==> config.mk <==
export PLATFORM = sky130hd
export DESIGN_NAME = audio_looper_mc
export DESIGN_NICKNAME = d
export VERILOG_FILES = /design/src/rtl/audio_looper_mc.sv
export SDC_FILE = /design/constraint.sdc
export NUM_CORES = 1
export LEC_CHECK = 0
export CAP_MARGIN = 20
export CORE_ASPECT_RATIO = 0.75
export CORE_MARGIN = 1
export CORE_UTILIZATION = 40
export CTS_BUF_LIST = sky130_fd_sc_hd__clkbuf_4 sky130_fd_sc_hd__clkbuf_8
export DETAILED_ROUTE_END_ITERATION = 8
export PLACE_DENSITY_LB_ADDON = 0.25
export SYNTH_ARGS = -nofsm -noshare
export SYNTH_HDL_FRONTEND = slang
export SYNTH_SLANG_ARGS = --single-unit
==> constraint.sdc <==
create_clock -name clk -period 8 [get_ports clk]
set_input_delay 1.2 -clock clk [delete_from_list [all_inputs] [get_ports clk]]
set_output_delay 1.2 -clock clk [all_outputs]
set_load 0.01 [all_outputs]
==> src/rtl/audio_looper_mc.sv <==
// Multi-channel loop recorder/player: records strobed frames, plays them forward or
// reversed, and overdubs with per-channel saturation. Advances only on sample_en.

module audio_looper_mc_sat #(
  parameter int W = 24
) (
  input  logic [W-1:0] a_i,
  input  logic [W-1:0] b_i,
  output logic [W-1:0] y_o
);
  logic [W:0] sum;

  assign sum = {a_i[W-1], a_i} + {b_i[W-1], b_i};

  always_comb begin
    if (sum[W] != sum[W-1]) y_o = sum[W] ? {1'b1, {(W-1){1'b0}}} : {1'b0, {(W-1){1'b1}}};
    else                    y_o = sum[W-1:0];
  end
endmodule

module audio_looper_mc #(
  parameter int DATA_WIDTH = 24,
  parameter int NUM_CH     = 2,
  parameter int ADDR_WIDTH = 4
) (
  input  logic                           clk,
  input  logic                           reset,
  input  logic                           sample_en,
  input  logic [NUM_CH*DATA_WIDTH-1:0]   in,
  input  logic                           write,
  input  logic                           overdub,
  input  logic                           read,
  input  logic                           reverse,
  output logic [NUM_CH*DATA_WIDTH-1:0]   out,
  output logic                           out_valid,
  output logic [ADDR_WIDTH:0]            loop_len,
  output logic [2:0]                     state,
  output logic                           full
);
  localparam int FW    = NUM_CH*DATA_WIDTH;
  localparam int DEPTH = 2**ADDR_WIDTH;
  localparam logic [ADDR_WIDTH:0]   DEPTH_L = (ADDR_WIDTH+1)'(DEPTH);
  localparam logic [ADDR_WIDTH:0]   ONE_L   = (ADDR_WIDTH+1)'(1);
  localparam logic [ADDR_WIDTH-1:0] ONE_A   = ADDR_WIDTH'(1);

  typedef enum logic [2:0] {
    EMPTY = 3'd0, RECORD = 3'd1, IDLE = 3'd2, PLAY = 3'd3, OVERDUB = 3'd4
  } state_e;
  typedef enum logic [1:0] {ACT_PASS, ACT_REC, ACT_PLAY, ACT_OVD} act_e;

  state_e                state_q, state_d;
  act_e                  act;
  logic [ADDR_WIDTH-1:0] ptr_q, ptr_d, addr, last, start, step, rec_ptr;
  logic [ADDR_WIDTH:0]   len_q, len_d, rec_len;
  logic                  wblk_q, wblk_d;
  logic                  pend_q, vld_q;
  logic                  cw_q, co_q, cr_q, crv_q;
  logic                  cw, co, cr, crv, ew;
  logic [FW-1:0]         in_q, rd_q, out_q, ovd;
  logic [FW-1:0]         mem [DEPTH];

  // Commands are live in the strobe cycle and replayed from capture in the commit
  // cycle; state does not move in between, so both cycles decode identically.
  assign cw  = sample_en ? write   : cw_q;
  assign co  = sample_en ? overdub : co_q;
  assign cr  = sample_en ? read    : cr_q;
  assign crv = sample_en ? reverse : crv_q;
  assign ew  = cw & ~wblk_q;

  assign last    = len_q[ADDR_WIDTH-1:0] - ONE_A;
  assign start   = crv ? last : '0;
  assign step    = crv ? ((ptr_q == '0) ? last : ptr_q - ONE_A)
                       : ((ptr_q == last) ? '0 : ptr_q + ONE_A);
  assign rec_ptr = (state_q == RECORD) ? ptr_q : '0;
  assign rec_len = (state_q == RECORD) ? len_q : '0;

  always_comb begin
    act     = ACT_PASS;
    state_d = state_q;
    ptr_d   = ptr_q;
    len_d   = len_q;
    addr    = ptr_q;
    wblk_d  = cw ? wblk_q : 1'b0;
    if (ew) begin
      act = ACT_REC;
    end else begin
      case (state_q)
        RECORD: state_d = (len_q != '0) ? IDLE : EMPTY;
        IDLE: begin
          if (co)      begin act = ACT_OVD;  addr = start; end
          else if (cr) begin act = ACT_PLAY; addr = start; end
        end
        PLAY, OVERDUB: begin
          if (co)      begin act = ACT_OVD;  addr = step; end
          else if (cr) begin act = ACT_PLAY; addr = step; end
          else         state_d = IDLE;
        end
        default: ;
      endcase
    end
    case (act)
      ACT_REC: begin
        addr  = rec_ptr;
        ptr_d = rec_ptr + ONE_A;
        len_d = rec_len + ONE_L;
        if (len_d == DEPTH_L) begin
          state_d = IDLE;
          ptr_d   = '0;
          wblk_d  = 1'b1;
        end else begin
          state_d = RECORD;
        end
      end
      ACT_PLAY: begin state_d = PLAY;    ptr_d = addr; end
      ACT_OVD:  begin state_d = OVERDUB; ptr_d = addr; end
      default: ;
    endcase
  end

  for (genvar k = 0; k < NUM_CH; k++) begin : g_ch
    audio_looper_mc_sat #(.W(DATA_WIDTH)) u_sat (
      .a_i(rd_q[k*DATA_WIDTH +: DATA_WIDTH]),
      .b_i(in_q[k*DATA_WIDTH +: DATA_WIDTH]),
      .y_o(ovd[k*DATA_WIDTH +: DATA_WIDTH])
    );
  end

  always_ff @(posedge clk or negedge reset) begin
    if (!reset) begin
      state_q <= EMPTY;
      ptr_q   <= '0;
      len_q   <= '0;
      wblk_q  <= 1'b0;
      pend_q  <= 1'b0;
      vld_q   <= 1'b0;
      out_q   <= '0;
      in_q    <= '0;
      cw_q    <= 1'b0;
      co_q    <= 1'b0;
      cr_q    <= 1'b0;
      crv_q   <= 1'b0;
    end else begin
      pend_q <= sample_en;
      vld_q  <= pend_q;
      if (sample_en) begin
        in_q  <= in;
        cw_q  <= write;
        co_q  <= overdub;
        cr_q  <= read;
        crv_q <= reverse;
      end
      if (pend_q) begin
        state_q <= state_d;
        ptr_q   <= ptr_d;
        len_q   <= len_d;
        wblk_q  <= wblk_d;
        out_q   <= (act == ACT_PLAY) ? rd_q : (act == ACT_OVD) ? ovd : in_q;
      end
    end
  end

  // Buffer survives reset; read in the strobe cycle, write-back in the commit cycle.
  always_ff @(posedge clk) begin
    if (sample_en) rd_q <= mem[addr];
    if (pend_q && (act == ACT_REC || act == ACT_OVD))
      mem[addr] <= (act == ACT_REC) ? in_q : ovd;
  end

  a_strobe_spacing: assert property (@(posedge clk) disable iff (!reset) pend_q |-> !sample_en);

  assign out       = out_q;
  assign out_valid = vld_q;
  assign loop_len  = len_q;
  assign state     = state_q;
  assign full      = (len_q == DEPTH_L);
endmodule

==> flow_summary_export.csv <==
group,metric,value,unit
logic_synthesis,yosys_warnings,0,
route,vias_per_cell,5.503,
pwr,power_leakage,16.97,nW
critical_path,r2r_start,"rd_q[6]",
clock_tree,clock-sinks,931,
clock_tree,holdBufCountCts,0,
logic_synthesis,synth_area_leaders,"edfxtp_1 60%, nand2_1 10%, dfrtp_1 7.0%",
placed_design,placed_area,43740,um^2
logic_synthesis,seq_area_frac_synth,66.78,%
status,status,"completed",
logic_synthesis,synth_most_common_cell,"nand2_1",
timing,setup-tns-final,0,ns
timing,final-hold-violation-count,0,
clock_tree,cts_setup_buffers,0,
floorplanning,start_util,40.45,%
route,drcViolationCount,0,
critical_path,r2r-end,"mem[12][3]",
route,detail_route.wl_per_cell,22.20,um
clock_tree,cts_made_buffers,150,
pwr,power.density,417.3,nW/um^2
logic_synthesis,syn-num-nets,3645,
logic_synthesis,netlist_instances,3532,
timing,setup_ws,2.449,ns
clock_tree,cts_tree,"yes",
clock_tree,h-tree-depth,4,
clock_tree,ctsResizeCount,0,
logic_synthesis,synth_top_area_cell,"edfxtp_1",
route,drtIter0Drc,3024,
pwr,vdd_drop_max,390.9,uV
critical_path,critPathMaxFanout,30,
logic_synthesis,synthArstFlopShare,12.35,%
global_route,grt_max_degree,186,
placed_design,dp_slack,2.370,ns
job,maxCapViolations,0,
critical_path,required,8.48,ns
critical_path,path_class,"reg -> reg",
clock_tree,insertion_delay,0.84,ns
logic_synthesis,synth_edf_count,816,
floorplanning,num_io_pins,113,
floorplanning,rows,101,
worst_hold_path,min_path_type,"in -> async",
critical_path,start_kind,"flop",
timing,finalSetupViolCount,0,
placed_design,io_buffers,112,
global_route,grt_pass1_wl,170.9,mm
floorplanning,dieHeight,279.3,um
timing,slew_viol_final,0,
logic_synthesis,ys_types,83,
floorplanning,coreArea,101400,um^2
floorplanning,die_w,371.7,um
route,vias,28170,
floorplanning,dieArea,103800,um^2
critical_path,cp-end-kind,"flop",
final_layout,syn2layout_area_growth,14.00,%
critical_path,regToRegSetupSlack,2.45,ns
logic_synthesis,ys_top_cells_by_count,"1103 x nand2_1, 816 x edfxtp_1, 221 x o211ai_1",
critical_path,rr_worst_depth,15,
route,ant_nets,0,
logic_synthesis,synth_top_area_share,59.77,%
final_layout,drive_above_1_share,11.33,%
global_route,grt_use_total,21.87,%
final_layout,stdcell_area,46740,um^2
timing,max_slew.worst_pin.slew,1.119,ns
placed_design,gp_congestion,0.8787,
global_route,grt_remaining_overflow,0,
logic_synthesis,ys_ff_latch,931,
final_layout,nNetsFinal,3777,
timing,finalCritPeriodShare,69.38,%
timing,rsz0062_at_grt,"false",
clock_tree,clockRootBuffer,"clkbuf_8",
placed_design,placedCellCount,4849,
route,finalWirelength,113.7,mm
timing,fin_skew,0.04854,ns
global_route,antenna_found_initial,9,
timing,fin_crit,5.551,ns
logic_synthesis,synth_ff_type,"edfxtp_1",
placed_design,dp_hpwl,67.62,mm
logic_synthesis,syn_avg_cell_area,11.61,um^2
clock_tree,path_clk_slew,0.06,ns
critical_path,worstPathArrival,6.03,ns
timing,timing.fmax,0.1802,GHz
final_layout,final_cells,5120,
logic_synthesis,synth.cell_area,41000,um^2
global_route,grt_pass1_vias,26260,
clock_tree,cts_buffer_depth,3,
route,dr.pass1.iters,5,
timing,slew-limit-headroom,25.15,%
[where the power goes]
| part | internal (mW) | leakage, nW | switching (mW) |
|---|---|---|---|
| logic | 2.22 | 6.66 | 5.64 |
| registers | 7.19 | 8.74 | 0.362 |
| clock network | 2.14 | 1.57 | 1.95 |
[per-stage QoR]
step / power, mW / utilization [%] / hold slack (ns)
after floorplan: 12.24 / - / 0.3845
after global placement: 15.29 / 43.14 / 0.4617
after detailed placement: 15.39 / 43.16 / 0.4854
after CTS: 19.49 / 46.08 / 0.2912
after global routing: 20.55 / 46.11 / 0.3466
final: 19.50 / 46.12 / 0.3323
[how the worst max path moves through the flow]
| stage | start | to | slack, ns |
|---|---|---|---|
| floorplan | sample_en | mem[2][0] | 0.95 |
| global placement | write | mem[1][14] | 2.42 |
| detailed placement | write | mem[1][11] | 2.37 |
| CTS | rd_q[6] | mem[0][3] | 2.55 |
| global route | rd_q[6] | mem[0][3] | 2.19 |
| finish | rd_q[6] | mem[12][3] | 2.45 |
[routing by layer]
metal / part of all wire, % / GRT usage (%)
met5: 0 / 0
met3: 7.9 / 3.588
met4: 1.5 / 4.876
met2: 42 / 30.90
met1: 48 / 34.72
[area by class of cell]
cell class	instances	area, um^2
Tap cell	1339	1675
Clock inverter	48	337.8
Fill cell	9219	54610
Antenna cell	3	7.507
Timing Repair Buffer	196	1912
Inverter	32	120.1
Multi-Input combinational cell	2353	12680
Sequential cell	931	27390
Clock buffer	218	2625
[placed cells by master (no fill, tap or decap), types with 6 or more instances in the layout]
| cell | instances |
|---|---|
| mux2i_1 | 6 |
| a21o_1 | 23 |
| nand2b_1 | 7 |
| buf_12 | 12 |
| mux2_2 | 50 |
| nand4_1 | 51 |
| nor2_1 | 126 |
| a21oi_1 | 88 |
| nand2_1 | 1103 |
| o21ai_0 | 101 |
| dfrtp_1 | 114 |
| a211oi_1 | 9 |
| a22oi_1 | 9 |
| nor2b_1 | 22 |
| xnor2_1 | 23 |
| nand3_1 | 212 |
| xor2_1 | 17 |
| clkinv_1 | 28 |
| nor3_1 | 25 |
| inv_1 | 31 |
| clkbuf_4 | 60 |
| and2_1 | 9 |
| buf_4 | 70 |
| a31oi_1 | 35 |
| maj3_1 | 9 |
| o211ai_1 | 221 |
| ha_1 | 56 |
| clkbuf_8 | 158 |
| inv_12 | 6 |
| clkdlybuf4s50_1 | 110 |
| edfxtp_1 | 816 |
| nor2_4 | 15 |
| o21a_1 | 17 |
[flip-flops by register name, indices dropped and copies added, names as in the netlist]
name and flops:
co_q 1, cr_q 1, crv_q 1, cw_q 1, in_q 48, loop_len 5, mem 768, out 48
out_valid 1, pend_q 1, ptr_q 4, rd_q 48, state 3, wblk_q 1
[worst max-delay path, stage by stage (launching register included)]
cell      delay (ns)
edfxtp_1        0.50
ha_1            0.38
a21o_1          0.18
a21o_1          0.17
a221oi_1        0.58
o21ai_0         0.45
a31oi_1         0.25
o21ai_0         0.15
a41o_1          0.28
a21o_1          0.21
xor2_1          0.15
ha_1            0.29
buf_4           0.33
o21ai_2         0.13
buf_4           0.26
a31oi_2         0.86
[logic make-up (layout without fill, tap and decap cells)]
logic type	Yosys count	after routing	share of synthesized area [%]
and+or+nand+nor	1607	1607	16.29
other	0	3	0
AOI/OAI and AO/OA	582	582	9.634
xor gates and xnor gates	41	41	0.9125
DFF	931	931	66.78
buffers and inverters	248	494	2.829
muxes	56	56	1.520
adders and majority gates	67	67	2.026
(Power assumes the default switching activity.)
